==> src/rtl/updown_counter_sync.sv <==
// Synchronous up/down counter with programmable terminal count, clear/load and carry/borrow pulses.
// Optional build macro COUNT_SAT_EN: saturate at the ends instead of wrapping.
module updown_counter_sync #(
  parameter int unsigned WIDTH     = 4,
  parameter int unsigned MAX_COUNT = (2 ** WIDTH) - 1
) (
  input  logic             CLK,
  input  logic             RST_Bar,
  input  logic             CLR,
  input  logic             LOAD_Bar,
  input  logic [WIDTH-1:0] DIN,
  input  logic             UP,
  input  logic             DOWN,
  output logic [WIDTH-1:0] Q,
  output logic             CO_Bar,
  output logic             BO_Bar,
  output logic             DIR
);

  localparam logic [WIDTH-1:0] MAX_Q = WIDTH'(MAX_COUNT);

  logic             up_s1_q, up_s2_q, up_s3_q;
  logic             up_s1_d, up_s2_d, up_s3_d;
  logic             dn_s1_q, dn_s2_q, dn_s3_q;
  logic             dn_s1_d, dn_s2_d, dn_s3_d;
  logic [WIDTH-1:0] q_q, q_d;
  logic             co_n_q, co_n_d;
  logic             bo_n_q, bo_n_d;
  logic             dir_q, dir_d;
  logic             rise_up, rise_dn;

  // Sync reset parks the synchronisers high so a level held through reset never counts.
  always_ff @(posedge CLK) begin
    if (!RST_Bar) begin
      up_s1_q <= 1'b1;
      up_s2_q <= 1'b1;
      up_s3_q <= 1'b1;
      dn_s1_q <= 1'b1;
      dn_s2_q <= 1'b1;
      dn_s3_q <= 1'b1;
      q_q     <= '0;
      co_n_q  <= 1'b1;
      bo_n_q  <= 1'b1;
      dir_q   <= 1'b1;
    end else begin
      up_s1_q <= up_s1_d;
      up_s2_q <= up_s2_d;
      up_s3_q <= up_s3_d;
      dn_s1_q <= dn_s1_d;
      dn_s2_q <= dn_s2_d;
      dn_s3_q <= dn_s3_d;
      q_q     <= q_d;
      co_n_q  <= co_n_d;
      bo_n_q  <= bo_n_d;
      dir_q   <= dir_d;
    end
  end

  always_comb begin
    up_s1_d = UP;
    up_s2_d = up_s1_q;
    up_s3_d = up_s2_q;
    dn_s1_d = DOWN;
    dn_s2_d = dn_s1_q;
    dn_s3_d = dn_s2_q;
    rise_up = up_s2_q & ~up_s3_q;
    rise_dn = dn_s2_q & ~dn_s3_q;
    q_d     = q_q;
    co_n_d  = 1'b1;
    bo_n_d  = 1'b1;
    dir_d   = dir_q;

    // Clear beats load beats counting; rises during clear/load are dropped.
    if (CLR) begin
      q_d = '0;
    end else if (!LOAD_Bar) begin
      q_d = (DIN > MAX_Q) ? MAX_Q : DIN;
    end else if (rise_up && !rise_dn) begin
      dir_d = 1'b1;
      if (q_q == MAX_Q) begin
        co_n_d = 1'b0;
`ifdef COUNT_SAT_EN
        q_d    = MAX_Q;
`else
        q_d    = '0;
`endif
      end else begin
        q_d = q_q + WIDTH'(1);
      end
    end else if (rise_dn && !rise_up) begin
      dir_d = 1'b0;
      if (q_q == '0) begin
        bo_n_d = 1'b0;
`ifdef COUNT_SAT_EN
        q_d    = '0;
`else
        q_d    = MAX_Q;
`endif
      end else begin
        q_d = q_q - WIDTH'(1);
      end
    end
  end

  assign Q      = q_q;
  assign CO_Bar = co_n_q;
  assign BO_Bar = bo_n_q;
  assign DIR    = dir_q;

endmodule
==> config.mk <==
export PLATFORM = sky130hd
export DESIGN_NAME = updown_counter_sync
export DESIGN_NICKNAME = d
export VERILOG_FILES = /design/src/rtl/updown_counter_sync.sv
export SDC_FILE = /design/constraint.sdc
export NUM_CORES = 1
export LEC_CHECK = 0
export BUFFER_PORTS_ARGS = -buffer_cell sky130_fd_sc_hd__buf_2
export CAP_MARGIN = 40
export CORE_MARGIN = 4
export CORE_UTILIZATION = 31
export CTS_CLUSTER_DIAMETER = 40
export DETAILED_ROUTE_END_ITERATION = 10
export PLACE_DENSITY = 0.63
export SKIP_LAST_GASP = 1
export SLEW_MARGIN = 20
export SYNTH_ARGS = -nofsm -noshare
export SYNTH_HDL_FRONTEND = slang
export SYNTH_SLANG_ARGS = --single-unit
==> constraint.sdc <==
create_clock -name CLK -period 2.2 [get_ports CLK]
set_clock_uncertainty 0.1 [all_clocks]
set_input_delay 0.11 -clock CLK [delete_from_list [all_inputs] [get_ports CLK]]
set_output_delay 0.11 -clock CLK [all_outputs]
set_load 0.01 [all_outputs]
**Word-level counts from Yosys, hierarchy flattened**

Index checks and enable logic that the tools add are counted.

- Register bits after elaboration: 13
- Input port bits: 10
- Logic and storage cells: 44

- Add/sub/neg operators: 2
- $lt $le $gt $ge: 1
- Equality and inequality tests: 2
- Mux-type cells: 10
- Bitwise logic cells: 9
- Reduce and logical (&&, ||, !) cells: 10

Operator list:

| operator | count |
|---|---|
| 4-bit 2-to-1 mux | 6 |
| 1-bit NOT | 7 |
| 5-bit OR reduction | 1 |
| 4-bit by 1-bit adder with 4-bit output, second input constant | 1 |
| 4-bit equality test, second input constant | 1 |
| 4-bit greater-than comparator, second input constant | 1 |
| 4-bit logical NOT | 1 |
| 1-bit 2-to-1 mux | 4 |
| 4-bit OR reduction | 1 |
| 4-bit by 1-bit subtractor with 4-bit output, second input constant | 1 |
| 3-bit by 1-bit inequality test with 1-bit output, second input constant | 1 |
| 3-bit AND reduction | 1 |
| 1-bit bitwise AND | 2 |
| 1-bit logical AND | 2 |
| 1-bit logical NOT | 2 |
| 2-bit nonzero test | 1 |
| 2-bit OR reduction | 1 |

**Depth between registers and ports, before layout**

- Depth after elaboration: 7
- Depth in mapped cells: 7
- Depth with buffers taken out: 7

**Worst setup path after synthesis**

No wires, ideal clock.

- Path type: reg-to-reg
- Start: reg up_s2_q
- End: reg q_q[0] (netlist: Q[0])
- Setup time: 131 ps
- Data arrival time: 1,496 ps
- Path slack: 474 ps
- Stages on the path, launching flop included: 7
- Path buffers: 0
- Clock period less this slack: 1,726 ps
- Path through: dfxtp_1 nor2b_1 inv_1 ha_1 or4b_2 o211ai_1 a21oi_1

- Cells in the longest elaborated chain, start to end: 4

Ends and longest elaborated chain:

| what | line | source |
|---|---|---|
| start: declaration | 22 | `logic up_s1_q, up_s2_q, up_s3_q;` |
| start signal: assignment | 47 | `up_s2_q <= up_s2_d;` |
| 1-bit bitwise AND (*) | 66 | `rise_up = up_s2_q & ~up_s3_q;` |
| 1-bit logical NOT or 1-bit logical AND (tied branches) | 90, 78 |  |
| 1-bit logical AND or 4-bit 2-to-1 mux (tied branches) | 90, 78 |  |
| 3-bit by 1-bit inequality test with 1-bit output (no source line) or 4-bit 2-to-1 mux (tied branches) | -- |  |
| end signal: assignment | 52 | `q_q <= q_d;` |
| end: declaration | 26 | `logic [WIDTH-1:0] q_q, q_d;` |

Every way passes the cells marked *; elsewhere a longest branch is shown, timed or not.
A chain may end at the register's enable or synchronous reset.

**Final worst setup path**

Same ends and word-level chain as after synthesis.

==> results by group <==
CTS
  • H-tree levels: 1
  • CTS sink count: 13
  • Post-CTS Setup Inserts: 0
  • # resized after CTS: 0
  • Clock slew at reported path FFs: 80 ps
  • CTS tree: built
  • CTS Hold Buffers Added: 7
  • CTS Buffer Depth: 2
  • CTS buffer count: 3
  • CTS root buf: clkbuf_4
  • Clock latency at the later pin of the worst-skew pair: 280 ps

STA
  • Slew Limit Fails: 0
  • Final hold vios: 0
  • Unrepaired setup endpoints after global routing: no
  • Post-route minimum period: 1860 ps
  • Fmax: 538 MHz
  • Fin Setup TNS: 0 ps
  • Worst-Margin Slew: 381 ps
  • Final worst-path cycle share: 0.845
  • Max_slew headroom: 0.746
  • Final setup vio count: 0

Yosys
  • Async set or reset register ratio after synthesis: 0
  • Synthesized cell area: 662 um2
  • Largest area contributor in the netlist: dfxtp_1
  • Net count after synthesis: 89
  • Post-synth EDFFs: 0
  • FF+latch count, synth: 13
  • Register area share after synthesis: 0.393
  • Synthesized area per cell: 8.83 um2
  • Synth cell types: 29
  • Yosys top cell area share: 0.393
  • Synth area leaders: dfxtp_1, ha_1, nand2b_1, inv_1, o21ai_0
  • Main synth FF type: dfxtp_1
  • Post-Synthesis Cells: 75
  • Ys Warns: 0

Die
  • Die ar.: 2940 um2
  • Die Y: 54.2 um
  • # rows: 16
  • Core footprint: 2000 um2
  • IO Pins: 17
  • Initial core utilization: 0.331
  • DIE WIDTH: 54.2 um

Final layout
  • Final Core Density: 0.432
  • Number of fill cells: 208
  • Ant diodes: 0
  • Layout cell share with drive strength beyond 1: 0.250
  • Final Net Count: 115
  • Area grow syn2layout: 30.6%

Critical path
  • Setup crit end kind: flip-flop
  • R2r setup slk: 340 ps
  • Reg2reg start: up_s2_q$_SDFF_PN1_
  • Arr. time, crit path: 1930 ps
  • Critical path required time: 2270 ps
  • Maximum fanout along the worst path: 8
  • R2R Path End: Q[0]$_SDFFE_PP0P_
  • CP Launch Type: flip-flop
  • Critical path class: flip-flop to flip-flop
  • Worst R2R Path Depth: 6

Global routing
  • Largest net degree at the start of global routing: 14
  • Initial antenna violation count: 0
  • Number of global-route vias before repair: 491
  • First-pass GRT wire length: 2120 um
  • Total GRT Usage: 0.104
  • Remaining Overflow, GRT: 0

Placement
  • Port bufs: 16
  • Hpwl dp: 989 um
  • GP Congestion: 0.882

Power
  • Power per Cell Area: 532 nW/um2
  • Worst vdd ir: 0.536 mV
  • Static Leak: 0.360 nW

Flow run
  • Max cap viols: 0

Route
  • Post-route DRC: 0
  • Initial DRC Count: 8
  • Total number of vias: 583
  • Final ANT Viol Nets: 0
  • Final wirelength: 1340 um
  • DR WL/cell: 10.5 um
  • Drt first pass iters: 2
  • Via density: 4.59

Min path
  • Cell count of the worst hold path: 3
  • HP Class: input port to flip-flop
  • Hold endpoint: Q[0]$_SDFFE_PP0P_
  • Hold_sp: DIN[0]

Outcome
  • Status: finished, final reports clean
power breakdown:
group	switching [mW]	internal (mW)	leakage (nW)
Clock	0.0804	0.0674	0.0177
Sequential	0.00619	0.243	0.107
Combinational	0.0283	0.0345	0.236
Total	0.115	0.345	0.360
cell type report:
class                   count  area [um2]  area share
clock buffers               3        22.5      0.0260
clock inverters             1        5.00     0.00579
inverters                   6        22.5      0.0260
multi-input cells          54         370       0.428
flip-flops and latches     13         260       0.301
well taps                  27        33.8      0.0391
repair buffers             23         150       0.174
cell families after synthesis:
group           count (synthesis)  synth area share
simple gates                   34             0.323
compound gates                 16             0.161
flops                          13             0.393
buf+inv                         8            0.0472
fa+ha+maj                       4            0.0756
registers in the layout (all words and copies together), names as in the netlist:
signal and cells:
dn_s3_q 1, up_s3_q 1, DIR 1, Q 4, dn_s1_q 1, BO_Bar 1
up_s1_q 1, dn_s2_q 1, CO_Bar 1, up_s2_q 1
routing by layer:
layer | GRT usage | share of wire | vias up
met4 | 0.0373 | 0 | 0
met1 | 0.116 | 0.48 | 250
met5 | 0 | 0 | -
met3 | 0.0637 | 0.093 | 0
met2 | 0.159 | 0.42 | 17
li1 | - | - | 316
Yosys cell counts (all sizes together), types with 2 or more instances:
cell	instances
o211ai	2
a21oi	3
nor2	4
o21ai	5
o21a	2
nand2	5
ha	4
nand3b	2
nor2b	2
inv	6
nand2b	8
nand3	3
dfxtp	13
nand4	3
placed cells by master (no fill, tap or decap), types with 3 or more instances in the layout:
cell type      synthesis  routed
nand2b_1               7       7
nand2_1                5       5
ha_1                   4       4
a21oi_1                3       3
nand4_1                3       3
dlygate4sd3_1          0       7
nor2_1                 4       4
buf_2                  1      16
clkbuf_4               0       3
nand3_1                3       3
inv_1                  6       6
o21ai_0                4       4
dfxtp_1               13      13
how the worst max path moves through the flow:
stage | startpoint | to | slack, ps
finish | up_s2_q$_SDFF_PN1_ | Q[0]$_SDFFE_PP0P_ | 340
global route | up_s2_q$_SDFF_PN1_ | Q[2]$_SDFFE_PP0P_ | 240
CTS | up_s2_q$_SDFF_PN1_ | Q[0]$_SDFFE_PP0P_ | 330
detailed placement | up_s2_q$_SDFF_PN1_ | Q[0]$_SDFFE_PP0P_ | 360
global placement | up_s2_q$_SDFF_PN1_ | Q[0]$_SDFFE_PP0P_ | 440
floorplan | up_s2_q$_SDFF_PN1_ | Q[0]$_SDFFE_PP0P_ | 470
metrics by stage:
step | cells | hold slack (ps) | worst slack, ps | total power [mW] | cell area, um2
floorplan | 75 | 81.8 | 474 | 0.288 | 662
global placement | 116 | 189 | 437 | 0.307 | 767
detailed placement | 116 | 198 | 360 | 0.309 | 767
CTS | 127 | 11.1 | 329 | 0.467 | 865
global route | 127 | 6.37 | 245 | 0.486 | 865
finish | 127 | 10.7 | 340 | 0.460 | 865
worst max-delay path, cell delays in order, from the launching register on:
cell and delay [ps]:
dfxtp_1 320, nor2b_1 200, inv_1 70, ha_1 280, or4b_2 630, o211ai_1 100
a21oi_1 50
No activity file was read; power rests on OpenSTA's default activity.
